## src/rtl/mesh_pkg.sv

```systemverilog
`default_nettype none
// ============================================================================
// Package : mesh_pkg
// Brief   : Shared mesh packet field layout and destination matching.
// Revision: 1.0
// ============================================================================
package mesh_pkg;

    // Field positions are measured downward from the packet MSB.
    localparam int NXT_JUMP_MSB = 0;
    localparam int ROW_MSB      = 8;
    localparam int COL_MSB      = 12;

    localparam logic [7:0] BROADCAST = 8'hFF;

    function automatic logic dest_match(
        input logic [7:0] pkt,
        input logic [3:0] row,
        input logic [3:0] col
    );
        return (pkt == {row, col}) || (pkt == BROADCAST);
    endfunction

endpackage
`default_nettype wire

```

## src/rtl/mesh_rr_arbiter.sv

```systemverilog
`default_nettype none
// ============================================================================
// Module  : mesh_rr_arbiter
// Brief   : Round-robin search: lowest pending request at or after ptr.
// Revision: 1.0
// ============================================================================
module mesh_rr_arbiter #(
    parameter int  N  = 4,
    localparam int IW = (N > 1) ? $clog2(N) : 1
) (
    input  logic [N-1:0]  req,
    input  logic [IW-1:0] ptr,
    input  logic          en,
    output logic [N-1:0]  gnt,
    output logic [IW-1:0] idx,
    output logic          valid
);

    logic [IW:0] w_pos;

    always_comb begin
        gnt   = '0;
        idx   = '0;
        valid = 1'b0;
        w_pos = '0;
        // Walk offsets from farthest to nearest so the nearest match wins.
        for (int k = N - 1; k >= 0; k--) begin
            w_pos = {1'b0, ptr} + (IW + 1)'(k);
            if (w_pos >= (IW + 1)'(N)) begin
                w_pos = w_pos - (IW + 1)'(N);
            end
            if (en && req[w_pos[IW-1:0]]) begin
                valid = 1'b1;
                idx   = w_pos[IW-1:0];
            end
        end
        if (valid) begin
            gnt[idx] = 1'b1;
        end
    end

endmodule
`default_nettype wire

```

## src/rtl/mesh_port_arbiter.sv

```systemverilog
`default_nettype none
// ============================================================================
// Module  : mesh_port_arbiter
// Brief   : N-to-1 round-robin ingress arbiter with destination filter and
//           first-word-fall-through output FIFO.
// Revision: 1.0
// ============================================================================
module mesh_port_arbiter
    import mesh_pkg::*;
#(
    parameter int PCKG_SZ    = 40,
    parameter int NUM_IN     = 4,
    parameter int FIFO_DEPTH = 16,
    parameter int ID_ROW     = 0,
    parameter int ID_COL     = 0,
    parameter int FILTER_EN  = 1
) (
    input  logic                      clk,
    input  logic                      reset,
    input  logic [NUM_IN-1:0]         pndng_in,
    input  logic [NUM_IN*PCKG_SZ-1:0] data_in,
    output logic [NUM_IN-1:0]         pop_in,
    output logic                      pndng,
    output logic [PCKG_SZ-1:0]        data_out,
    input  logic                      pop,
    output logic                      full,
    output logic [15:0]               drop_cnt
);

    localparam int c_IW = (NUM_IN > 1) ? $clog2(NUM_IN) : 1;
    localparam int c_AW = $clog2(FIFO_DEPTH);
    localparam int c_CW = $clog2(FIFO_DEPTH + 1);

    logic [PCKG_SZ-1:0] r_mem [FIFO_DEPTH];
    logic [c_AW-1:0]    r_wptr;
    logic [c_AW-1:0]    r_rptr;
    logic [c_CW-1:0]    r_count;
    logic               r_full;
    logic [c_IW-1:0]    r_rr_ptr;
    logic [15:0]        r_drop_cnt;

    logic [NUM_IN-1:0]  w_gnt;
    logic [c_IW-1:0]    w_idx;
    logic               w_gnt_vld;
    logic               w_arb_en;
    logic [PCKG_SZ-1:0] w_head;
    logic               w_accept;
    logic               w_push;
    logic               w_drop;
    logic               w_pop;
    logic [c_CW-1:0]    w_count_nxt;

    // Grants stay quiet while reset is held so upstream never loses a head.
    assign w_arb_en = !r_full && reset;

    mesh_rr_arbiter #(
        .N(NUM_IN)
    ) u_rr (
        .req  (pndng_in),
        .ptr  (r_rr_ptr),
        .en   (w_arb_en),
        .gnt  (w_gnt),
        .idx  (w_idx),
        .valid(w_gnt_vld)
    );

    assign w_head   = data_in[int'(w_idx)*PCKG_SZ +: PCKG_SZ];
    assign w_accept = (FILTER_EN == 0) ||
                      dest_match(w_head[PCKG_SZ-1-NXT_JUMP_MSB -: 8], 4'(ID_ROW), 4'(ID_COL));
    assign w_push   = w_gnt_vld && w_accept;
    assign w_drop   = w_gnt_vld && !w_accept;
    assign w_pop    = pop && (r_count != '0);

    always_comb begin
        w_count_nxt = r_count;
        if (w_push && !w_pop) begin
            w_count_nxt = r_count + c_CW'(1);
        end else if (!w_push && w_pop) begin
            w_count_nxt = r_count - c_CW'(1);
        end
    end

    always_ff @(posedge clk or negedge reset) begin
        if (!reset) begin
            r_wptr   <= '0;
            r_rptr   <= '0;
            r_count  <= '0;
            r_full   <= 1'b0;
            r_rr_ptr <= '0;
        end else begin
            if (w_push) begin
                r_wptr <= r_wptr + c_AW'(1);
            end
            if (w_pop) begin
                r_rptr <= r_rptr + c_AW'(1);
            end
            r_count <= w_count_nxt;
            r_full  <= (w_count_nxt == c_CW'(FIFO_DEPTH));
            if (w_gnt_vld) begin
                r_rr_ptr <= (w_idx == c_IW'(NUM_IN - 1)) ? '0 : w_idx + c_IW'(1);
            end
        end
    end

    always_ff @(posedge clk or negedge reset) begin
        if (!reset) begin
            for (int i = 0; i < FIFO_DEPTH; i++) begin
                r_mem[i] <= '0;
            end
        end else if (w_push) begin
            r_mem[r_wptr] <= w_head;
        end
    end

    always_ff @(posedge clk or negedge reset) begin
        if (!reset) begin
            r_drop_cnt <= '0;
        end else if (w_drop && (r_drop_cnt != 16'hFFFF)) begin
            r_drop_cnt <= r_drop_cnt + 16'd1;
        end
    end

    assign pop_in   = w_gnt;
    assign pndng    = (r_count != '0);
    assign data_out = r_mem[r_rptr];
    assign full     = r_full;
    assign drop_cnt = r_drop_cnt;

endmodule
`default_nettype wire

```

## config.mk

```make
export PLATFORM = sky130hd
export DESIGN_NAME = mesh_port_arbiter
export DESIGN_NICKNAME = d
export VERILOG_FILES = /design/src/rtl/mesh_pkg.sv /design/src/rtl/mesh_rr_arbiter.sv /design/src/rtl/mesh_port_arbiter.sv
export SDC_FILE = /design/constraint.sdc
export NUM_CORES = 1
export LEC_CHECK = 0
export ABC_AREA = 1
export CAP_MARGIN = 10
export CORE_ASPECT_RATIO = 2
export CORE_MARGIN = 5
export CORE_UTILIZATION = 50
export DETAILED_ROUTE_END_ITERATION = 7
export PLACE_DENSITY = 0.7
export SLEW_MARGIN = 20
export SYNTH_ARGS = -nofsm -noshare
export SYNTH_HDL_FRONTEND = slang
export SYNTH_SLANG_ARGS = --single-unit
```

## constraint.sdc

```tcl
create_clock -name clk -period 5.3 [get_ports clk]
set_clock_uncertainty 0.2 [all_clocks]
set_input_delay 1.325 -clock clk [delete_from_list [all_inputs] [get_ports clk]]
set_output_delay 1.325 -clock clk [all_outputs]
set_load 0.005 [all_outputs]
```

==> run summary <==
synth top area cells - dfrtp_1, o21ai_0, nand2_1, nor2_1, o21ai_1
row count - 129
Seq cells post-synth - 672
# port buffers - 228
ys async rst share - 100%
global-route usage over all layers - 25.8%
DR DRC count - 0
Tot Pwr - 19200 uW
via count - 26900
largest net degree at the start of global routing - 177
core footprint - 61800 sq um
Synth top area share - 54.0%
CP Capture Type - primary output
Cell Area, Synth - 31100 sq um
startpoint types - primary input
Unique masters post-synth - 36
Initial DRT Pass Iterations - 5
Tightest Pin Transition - 0.989 ns
register area share after synthesis - 54.0%
Die Y - 363 um
most frequent cell after synthesis - o21ai_0
unrepaired setup endpoints after global routing - no
FF+latch area - 16800 sq um
Top FF cell, synth - dfrtp_1
CTS max path bufs - 3
most area-hungry cell type in the Yosys netlist - dfrtp_1
I/O pin count - 229
placed cells - 4541
LEAKAGE - 0.0166 uW
crit path time final - 5.03 ns
first-pass GRT wire length - 143 mm
CP required - 3.77 ns
clk root buf - clkbuf_16
number of diodes - 0
area of the multi-input gates - 12400 sq um
DR iter-0 viols - 2393
number of synthesized flops with an enable pin - 0
initial core utilization - 50.4%
H-tree depth - 2
final wirelength - 89.6 mm
Final Setup Violations - 0
worst IR drop on VDD - 552 uV
Layout Nets - 3992
Max-slew headroom - 34.0%
status - completed
WL/cell - 19.3 um
final worst path period share - 95.0%
CTS clock-pin slew for the worst setup and hold paths - 0.06 ns
Layout Cells excl Fill - 4639
fillers - 5573
crit path max fanout - 8
Routed Antenna Nets - 0
PD cells - 534 nW/um^2
cts bufs inserted - 56
synth cell count leaders - o21ai_0, nand2_1, dfrtp_1
CP arrival - 3.51 ns
Layout area overhead - 15.6%
vias per inst - 5.81
Hold Violations, Final - 0
vias in the first global route - 26500
share of cells above drive strength 1 - 5.55%
die width - 186 um
Setup WS pre-CTS - 0.0194 ns
DIE AREA - 67700 sq um
Mapped Cells - 3755
fmax - 0.199 GHz
Yosys warning total - 0
post-synthesis area per instance - 8.29 sq um
gr ovfl total - 0
final worst slack - 0.267 ns
WS Path Type - primary input to primary output
Max Slew Vio Count - 0
Mapped Nets - 3934
clock tree sinks - 672
setup_tns - 0 ns
CTS tree - done
Final Wtd Congestion - 0.845
post-DP HPWL - 54.9 mm
MaxCap Viol Count - 0
HP Class - flop to flop
clock latency on the worst-skew pair - 0.60 ns
initial antenna violation count - 0
worst hold margin - 0.265 ns
[logic make-up after synthesis]
family                   after synthesis  synth area share (%)
AND/OR/NAND/NOR                     1293                  16.8
flip-flops                           672                  54.0
buffers and inverters                512                  6.40
AO/OA/AOI/OAI                       1247                  21.7
adder cells (fa/ha/maj)               12                 0.482
XOR/XNOR                              19                 0.534
[placed cells by master, fill, tap and decap left out, types with 2 or more instances in the layout]
cell type          n
nor2_2             8
clkinv_1           3
nand4_1           15
nor3_4             2
clkdlybuf4s50_1  227
xor2_1            13
o22ai_1           54
buf_4             50
nand3b_1          12
nand2_4           11
buf_12            25
ha_1              12
nor3_1             5
o211ai_1          22
clkbuf_1          12
dfrtp_4            3
nor4_1             3
nor3_2             2
bufinv_16          4
clkbuf_8          11
nand2_1          729
clkbuf_16         57
o21ai_0          752
dfrtp_1          668
xnor2_1            6
inv_6              2
inv_1            193
inv_2             10
nand2_2            7
o221ai_1         106
nor2_1           357
o21ai_1          189
a21oi_1          122
nand3_1          138
clkinv_2          10
[worst max-delay path, cell delays in order]
cell             delay (ns)
clkdlybuf4s50_1        0.49
nand2_1                0.07
nand3_1                0.15
nand3_1                0.13
nand2_1                0.09
nand2_1                0.04
nand2_1                0.13
nand2_1                0.08
nand2_2                0.15
ha_1                   0.17
inv_1                  0.04
nor2_1                 0.09
clkdlybuf4s50_1        0.54
[power breakdown]
part	switching [uW]	total [uW]	internal, uW
sequential	357	5960	5610
combinational	6220	9070	2850
clock	1890	4210	2320
[metrics by stage]
stage / instance area [sq um] / util [%]
finish: 36000 / 58.3
global placement: 34200 / 55.3
global route: 36000 / 58.3
detailed placement: 34200 / 55.3
floorplan: 31100 / -
CTS: 36000 / 58.2
[layer usage]
layer,track usage [%],routed length (um)
met1,31.6,35300
met2,46.0,44900
met3,3.88,5680
met4,9.94,3690
met5,0,0
[timing repair]
item | in CTS | in global routing
setup endpoints to repair | 0 | 1
resized for setup | 0 | 2
hold buffers | 0 | 0
buffers inserted | 0 | 0
[registers in the layout, summed over array words and instances, names as in the netlist]
register / cells
drop_cnt: 16
r_wptr: 4
full: 1
r_rr_ptr: 2
r_rptr: 4
r_mem: 640
r_count: 5
[path summary, 6_finish.rpt]
path                       slack (ns)  depth (start not counted)                     end                     from
max                              0.27                         13               pop_in[2]              pndng_in[3]
min                              0.27                          2  r_mem[314]$_DFFE_PN0P_   r_mem[314]$_DFFE_PN0P_
max reg2reg                      1.19                         20  r_mem[277]$_DFFE_PN0P_  r_rr_ptr[0]$_DFFE_PN0P_
min reg2reg                      0.27                          2  r_mem[314]$_DFFE_PN0P_   r_mem[314]$_DFFE_PN0P_
max in group asynchronous        1.93                          4  r_mem[463]$_DFFE_PN0P_                    reset
min in group asynchronous        0.70                          2   r_mem[86]$_DFFE_PN0P_                    reset
[area by class of cell]
cell class | count | share of cell area (%)
Multi-Input combinational cell | 2571 | 34.5
Timing Repair Buffer | 304 | 8.81
Tap cell | 786 | 2.73
Sequential cell | 672 | 46.7
Clock buffer | 80 | 4.51
Clock inverter | 18 | 0.566
Inverter | 208 | 2.20
(Power assumes the default switching activity.)
